$ cat src/rtl/imem_loader_pkg.sv
// Shared types and constants for the instruction-memory loader.
package imem_loader_pkg;

  localparam int unsigned WordWidth = 32;
  localparam int unsigned CntWidth  = 16;

  typedef enum logic [2:0] {
    StIdle = 3'd0,
    StHdr0 = 3'd1,
    StHdr1 = 3'd2,
    StData = 3'd3,
    StCsum = 3'd4,
    StErr  = 3'd5
  } loader_state_e;

  // Word index to IMEM byte address.
  function automatic logic [WordWidth-1:0] word_addr(input logic [WordWidth-3:0] idx);
    return {idx, 2'b00};
  endfunction

endpackage

$ cat src/rtl/imem_loader_if.sv
// Byte stream in and IMEM write port out; master is the loader side.
interface imem_loader_if
  import imem_loader_pkg::*;
#(
  parameter int unsigned W = WordWidth
);
  logic [7:0]   in_data;
  logic         in_valid;
  logic         in_ready;
  logic         mem_we;
  logic [W-1:0] mem_addr;
  logic [W-1:0] mem_wdata;

  modport master (
    input  in_data,
    input  in_valid,
    output in_ready,
    output mem_we,
    output mem_addr,
    output mem_wdata
  );

  modport slave (
    output in_data,
    output in_valid,
    input  in_ready,
    input  mem_we,
    input  mem_addr,
    input  mem_wdata
  );
endinterface

$ cat src/rtl/imem_loader.sv
// Loads a framed byte-stream program image into IMEM as 32-bit words and holds
// the CPU until the image is written and its XOR checksum verified.
module imem_loader
  import imem_loader_pkg::*;
#(
  parameter int unsigned ImemSize = 128
) (
  input  logic          clk,
  input  logic          rst,
  input  logic          start,
  imem_loader_if.master bus,
  output logic          busy,
  output logic          done,
  output logic          err,
  output logic          cpu_hold
);

  localparam int unsigned AW = $clog2(ImemSize);

  loader_state_e         state;
  logic [AW-1:0]         idx;
  logic [1:0]            lane;
  logic [7:0]            csum;
  logic [23:0]           sh;
  logic [CntWidth-1:0]   cnt;
  logic [CntWidth-1:0]   hdr_n;
  logic                  xfer;
  logic                  last_word;
  logic                  active;

  always_comb begin
    active = (state == StHdr0) || (state == StHdr1) || (state == StData) ||
             (state == StCsum);
  end

  assign bus.in_ready = active;
  assign busy         = active;
  assign cpu_hold     = active | err;
  assign xfer         = active & bus.in_valid;
  assign hdr_n        = {bus.in_data, cnt[7:0]};
  assign last_word    = (CntWidth'(idx) == (cnt - CntWidth'(1)));

  always_ff @(posedge clk) begin
    if (rst) begin
      state         <= StIdle;
      idx           <= '0;
      lane          <= '0;
      csum          <= '0;
      sh            <= '0;
      cnt           <= '0;
      bus.mem_we    <= 1'b0;
      bus.mem_addr  <= '0;
      bus.mem_wdata <= '0;
      done          <= 1'b0;
      err           <= 1'b0;
    end else begin
      bus.mem_we <= 1'b0;
      done       <= 1'b0;
      case (state)
        StIdle, StErr: begin
          if (start) begin
            err   <= 1'b0;
            idx   <= '0;
            lane  <= '0;
            csum  <= '0;
            state <= StHdr0;
          end
        end
        StHdr0: begin
          if (xfer) begin
            cnt[7:0] <= bus.in_data;
            state    <= StHdr1;
          end
        end
        StHdr1: begin
          if (xfer) begin
            cnt[15:8] <= bus.in_data;
            // Oversized images are rejected before any write can wrap the index.
            if (hdr_n > CntWidth'(ImemSize)) begin
              err   <= 1'b1;
              state <= StErr;
            end else if (hdr_n == '0) begin
              state <= StCsum;
            end else begin
              state <= StData;
            end
          end
        end
        StData: begin
          if (xfer) begin
            csum <= csum ^ bus.in_data;
            lane <= lane + 2'd1;
            if (lane == 2'd3) begin
              bus.mem_we    <= 1'b1;
              bus.mem_wdata <= {bus.in_data, sh};
              bus.mem_addr  <= word_addr((WordWidth-2)'(idx));
              idx           <= idx + AW'(1);
              if (last_word) begin
                state <= StCsum;
              end
            end else begin
              // First byte ends up in the LSBs after three right shifts.
              sh <= {bus.in_data, sh[23:8]};
            end
          end
        end
        StCsum: begin
          if (xfer) begin
            if (bus.in_data == csum) begin
              done  <= 1'b1;
              state <= StIdle;
            end else begin
              err   <= 1'b1;
              state <= StErr;
            end
          end
        end
        default: state <= StIdle;
      endcase
    end
  end

endmodule
$ cat src/flat_wrapper.sv
// flat-port wrapper written by rule: the top's interface ports become plain ports
module imem_loader_flat import imem_loader_pkg::*;
#(
  parameter int unsigned ImemSize = 128
)
  (clk, rst, start, busy, done, err, cpu_hold, bus_in_data, bus_in_valid, bus_in_ready, bus_mem_we, bus_mem_addr, bus_mem_wdata);
  imem_loader_if bus_i ();
  input  logic clk;
  input  logic rst;
  input  logic start;
  output logic busy;
  output logic done;
  output logic err;
  output logic cpu_hold;
  input wire logic [$bits(bus_i.in_data)-1:0] bus_in_data;
  input wire logic [$bits(bus_i.in_valid)-1:0] bus_in_valid;
  output wire logic [$bits(bus_i.in_ready)-1:0] bus_in_ready;
  output wire logic [$bits(bus_i.mem_we)-1:0] bus_mem_we;
  output wire logic [$bits(bus_i.mem_addr)-1:0] bus_mem_addr;
  output wire logic [$bits(bus_i.mem_wdata)-1:0] bus_mem_wdata;
  assign bus_i.in_data = bus_in_data;
  assign bus_i.in_valid = bus_in_valid;
  assign bus_in_ready = bus_i.in_ready;
  assign bus_mem_we = bus_i.mem_we;
  assign bus_mem_addr = bus_i.mem_addr;
  assign bus_mem_wdata = bus_i.mem_wdata;
  imem_loader #(.ImemSize(ImemSize)) u_core (.clk(clk), .rst(rst), .start(start), .bus(bus_i), .busy(busy), .done(done), .err(err), .cpu_hold(cpu_hold));
endmodule
$ cat config.mk
export PLATFORM = sky130hd
export DESIGN_NAME = imem_loader_flat
export DESIGN_NICKNAME = d
export VERILOG_FILES = /design/src/rtl/imem_loader_pkg.sv /design/src/rtl/imem_loader_if.sv /design/src/rtl/imem_loader.sv /design/src/flat_wrapper.sv
export SDC_FILE = /design/constraint.sdc
export NUM_CORES = 1
export LEC_CHECK = 0
export CORE_ASPECT_RATIO = 2
export CORE_UTILIZATION = 47
export CTS_CLUSTER_SIZE = 12
export DETAILED_ROUTE_END_ITERATION = 8
export HOLD_SLACK_MARGIN = 0.03
export PLACE_DENSITY = 0.85
export SLEW_MARGIN = 20
export SYNTH_ARGS = -nofsm -noshare
export SYNTH_HDL_FRONTEND = slang
export SYNTH_SLANG_ARGS = --single-unit
$ cat constraint.sdc
create_clock -name clk -period 1.94 [get_ports clk]
set_clock_uncertainty 0.2 [all_clocks]
set_input_delay 0.388 -clock clk [delete_from_list [all_inputs] [get_ports clk]]
set_output_delay 0.388 -clock clk [all_outputs]
set_load 0.02 [all_outputs]
==> metrics.csv <==
metric;value;unit
Post-synth EDFFs;0;
Final Cell Area;0.006688;mm²
endpoints failing setup;24;
DRC errors left;0;
Final Cycle Share;116.5;%
critical-path cell list;inv_4 -> ha_4 -> nor3b_4 -> o2111ai_1 -> a21oi_2 -> o2111ai_4 -> nor4_4 -> a31oi_1;
I/O Buffers;56;
Clock Latency Late Sink;0.35;ns
CTS Hold Buffers Added;0;
Slew Limit Headroom;53.88;%
P&R area growth vs syn;45.17;%
Top Ports;82;
Slowest Stage Delay on Critical Path;0.37;ns
vias per cell;5.656;
Synth Area per Inst;7.822;µm²
largest net degree at the start of global routing;60;
CTS tree;built;
max-slew violations;0;
maximum fanout along the worst path;5;
synth cell count leaders;nand2_1, dfxtp_1, a21oi_1;
DP Area;0.005791;mm²
total power;0.006057;W
Place WS;-0.5703;ns
sequential share of the synthesized area;44.32;%
Synth Flop Type;dfxtp_1;
Final Hold Vio Count;0;
DIE WIDTH;72.01;µm
vias in the first global route;4437;
final worst slack;-0.3197;ns
RSZ-0062 raised after global routing;yes;
status;finished, violations left;
NumNets Final;718;
Critical Path RT;1.96;ns
ranking of synthesized cells by area;dfxtp_1, nand2_1, a21oi_1, buf_4, nor2_1;
power per cell area;905.7;mW/mm²
share of layout cells above drive strength 1;31.40;%
Critical Path AT;2.28;ns
Slew @ Worst Pin;0.6846;ns
full die area;0.01023;mm²
Startpoint Class;flop;
Core ar.;0.009447;mm²
Final Wtd Congestion;0.9047;
max_cap viols;0;
Yosys cell types;47;
number of detailed-route iterations in the first pass;7;
highest ir drop seen on vdd;0.0005947;V
crit end category;flop;
Synth Instances;589;
Fin Hold WS;0.1636;ns
Die Y;142.0;µm
fmax;442.5;MHz
CP max-delay cell;dfxtp_4;
most numerous cell in the Yosys netlist;nand2_1;
first-pass GRT wire length;21150;µm
initial antenna violation count;0;
number of buffers created by CTS;9;
WS Path Type;flop to flop;
CTS Sinks;102;
DP Wirelength;9045;µm
Max clock buf depth;2;
placed cells;810;
Hold Path Class;input port to flop;
grt total ovfl;0;
DR WL/cell;17.74;µm
clock-pin slew on the worst setup and hold paths;0.07;ns
overall routing resource usage;26.95;%
post-synth top area share;44.32;%
Final min period;2.260;ns
n_diodes;0;
violated checks;negative setup slack;
post-route ant nets;0;
synthesized cell area;0.004607;mm²
final WL;14850;µm
initial cell density of the core;48.77;%
leakage power;2.793;nW
FP Rows;50;
H-tree level count;3;
Yosys warnings;0;
drt first-iter violations;336;
CTS Root Cell;clkbuf_16;
FFs w/ async S/R, synth;0;%
area leader, netlist;dfxtp_1;
final std cells w/o fill;837;
vias;4734;
fill count;601;
Seq cells post-synth;102;
-- placed cells by master (no fill, tap or decap), types with 3 or more instances in the layout --
| cell type | Yosys | routed |
|---|---|---|
| a21oi_1 | 95 | 58 |
| a21oi_2 | 1 | 38 |
| a31oi_1 | 5 | 4 |
| buf_12 | 0 | 7 |
| buf_2 | 13 | 4 |
| buf_4 | 27 | 75 |
| buf_6 | 1 | 5 |
| clkbuf_16 | 0 | 12 |
| clkdlybuf4s50_1 | 0 | 42 |
| clkinv_2 | 0 | 4 |
| conb_1 | 1 | 25 |
| dfxtp_1 | 102 | 95 |
| dfxtp_2 | 0 | 5 |
| dlygate4sd2_1 | 0 | 4 |
| dlymetal6s2s_1 | 0 | 6 |
| inv_1 | 10 | 8 |
| mux2i_1 | 7 | 7 |
| nand2_1 | 149 | 116 |
| nand2_2 | 0 | 9 |
| nand2_4 | 0 | 24 |
| nand2b_1 | 3 | 3 |
| nand3_1 | 3 | 3 |
| nand3b_1 | 12 | 12 |
| nand4_1 | 7 | 7 |
| nor2_1 | 38 | 35 |
| nor3_1 | 4 | 3 |
| nor3_2 | 3 | 3 |
| nor4_1 | 8 | 5 |
| nor4_4 | 1 | 3 |
| o21ai_0 | 17 | 12 |
| o21ai_1 | 0 | 4 |
| xnor2_1 | 10 | 9 |
| xor2_1 | 13 | 12 |
-- cell families after synthesis --
kind of cell / Yosys count / synth area share (%)
mux: 7 / 1.521
buf+inv: 78 / 9.071
simple gates: 247 / 24.82
flops: 102 / 44.32
fa+ha+maj: 4 / 1.086
compound gates: 127 / 14.72
xor+xnor: 23 / 4.373
other cells: 1 / 0.08140
-- where the power goes --
part / internal [W] / switching (W)
logic: 0.000907 / 0.00114
registers: 0.00218 / 0.000117
clock network: 0.000875 / 0.000834
-- registers in the layout, indices dropped and copies added, names as in the netlist --
signal                cells
u_core.csum               8
u_core.err                1
u_core.done               1
u_core.bus.mem_we         1
u_core.lane               2
u_core.sh                24
u_core.state              3
u_core.idx                7
u_core.cnt               16
u_core.bus.mem_wdata     32
u_core.bus.mem_addr       7
-- per-layer routing --
layer | wire length [µm] | GRT usage (%)
met1 | 4997 | 25.48
met2 | 8071 | 50.20
met3 | 680 | 4.816
met4 | 1101 | 19.50
met5 | 0 | 0
-- area by class of cell --
cell class	instances	area [µm²]	share of cell area (%)
multi-input combinational	433	2769	41.40
sequential	102	2056	30.74
timing repair buffer	146	1385	20.71
clock buffer	9	225.2	3.368
tap	130	162.7	2.432
clock inverter	7	47.55	0.7109
inverter	10	42.54	0.6361
-- what timing repair did --
item                                    CTS  global route
cloned                                    0             3
endpoints found under the setup margin   51            62
hold endpoints to repair                  0             0
buffers inserted                          7             2
gates resized for setup                  41           111
pin swaps                                14            56
-- path summary, 6_finish.rpt --
check	end	slack, ns	cells after the start	from
min reg2reg	u_core.bus.mem_wdata[25]	0.26	2	u_core.bus.mem_wdata[25]
min	u_core.done	0.16	2	rst
max	u_core.state[1]	-0.32	8	u_core.cnt[1]
max reg2reg	u_core.state[1]	-0.32	8	u_core.cnt[1]
-- through the flow --
stage	util [%]	setup TNS, ns
4_1_cts	65.76	-0.7176
6_report	70.79	-1.549
2_1_floorplan	-	-0.04220
5_1_grt	70.79	-4.189
3_5_place_dp	61.30	-23.50
3_3_place_gp	61.30	-19.41
-- worst max-delay path, delay by kind of cell, from the launching register on --
family	cells	cell delay, ns
compound gates	4	0.81
simple gates	2	0.56
buf+inv	1	0.06
flops	1	0.37
fa+ha+maj	1	0.13
Note: power is estimated with default switching activity, not from simulation.
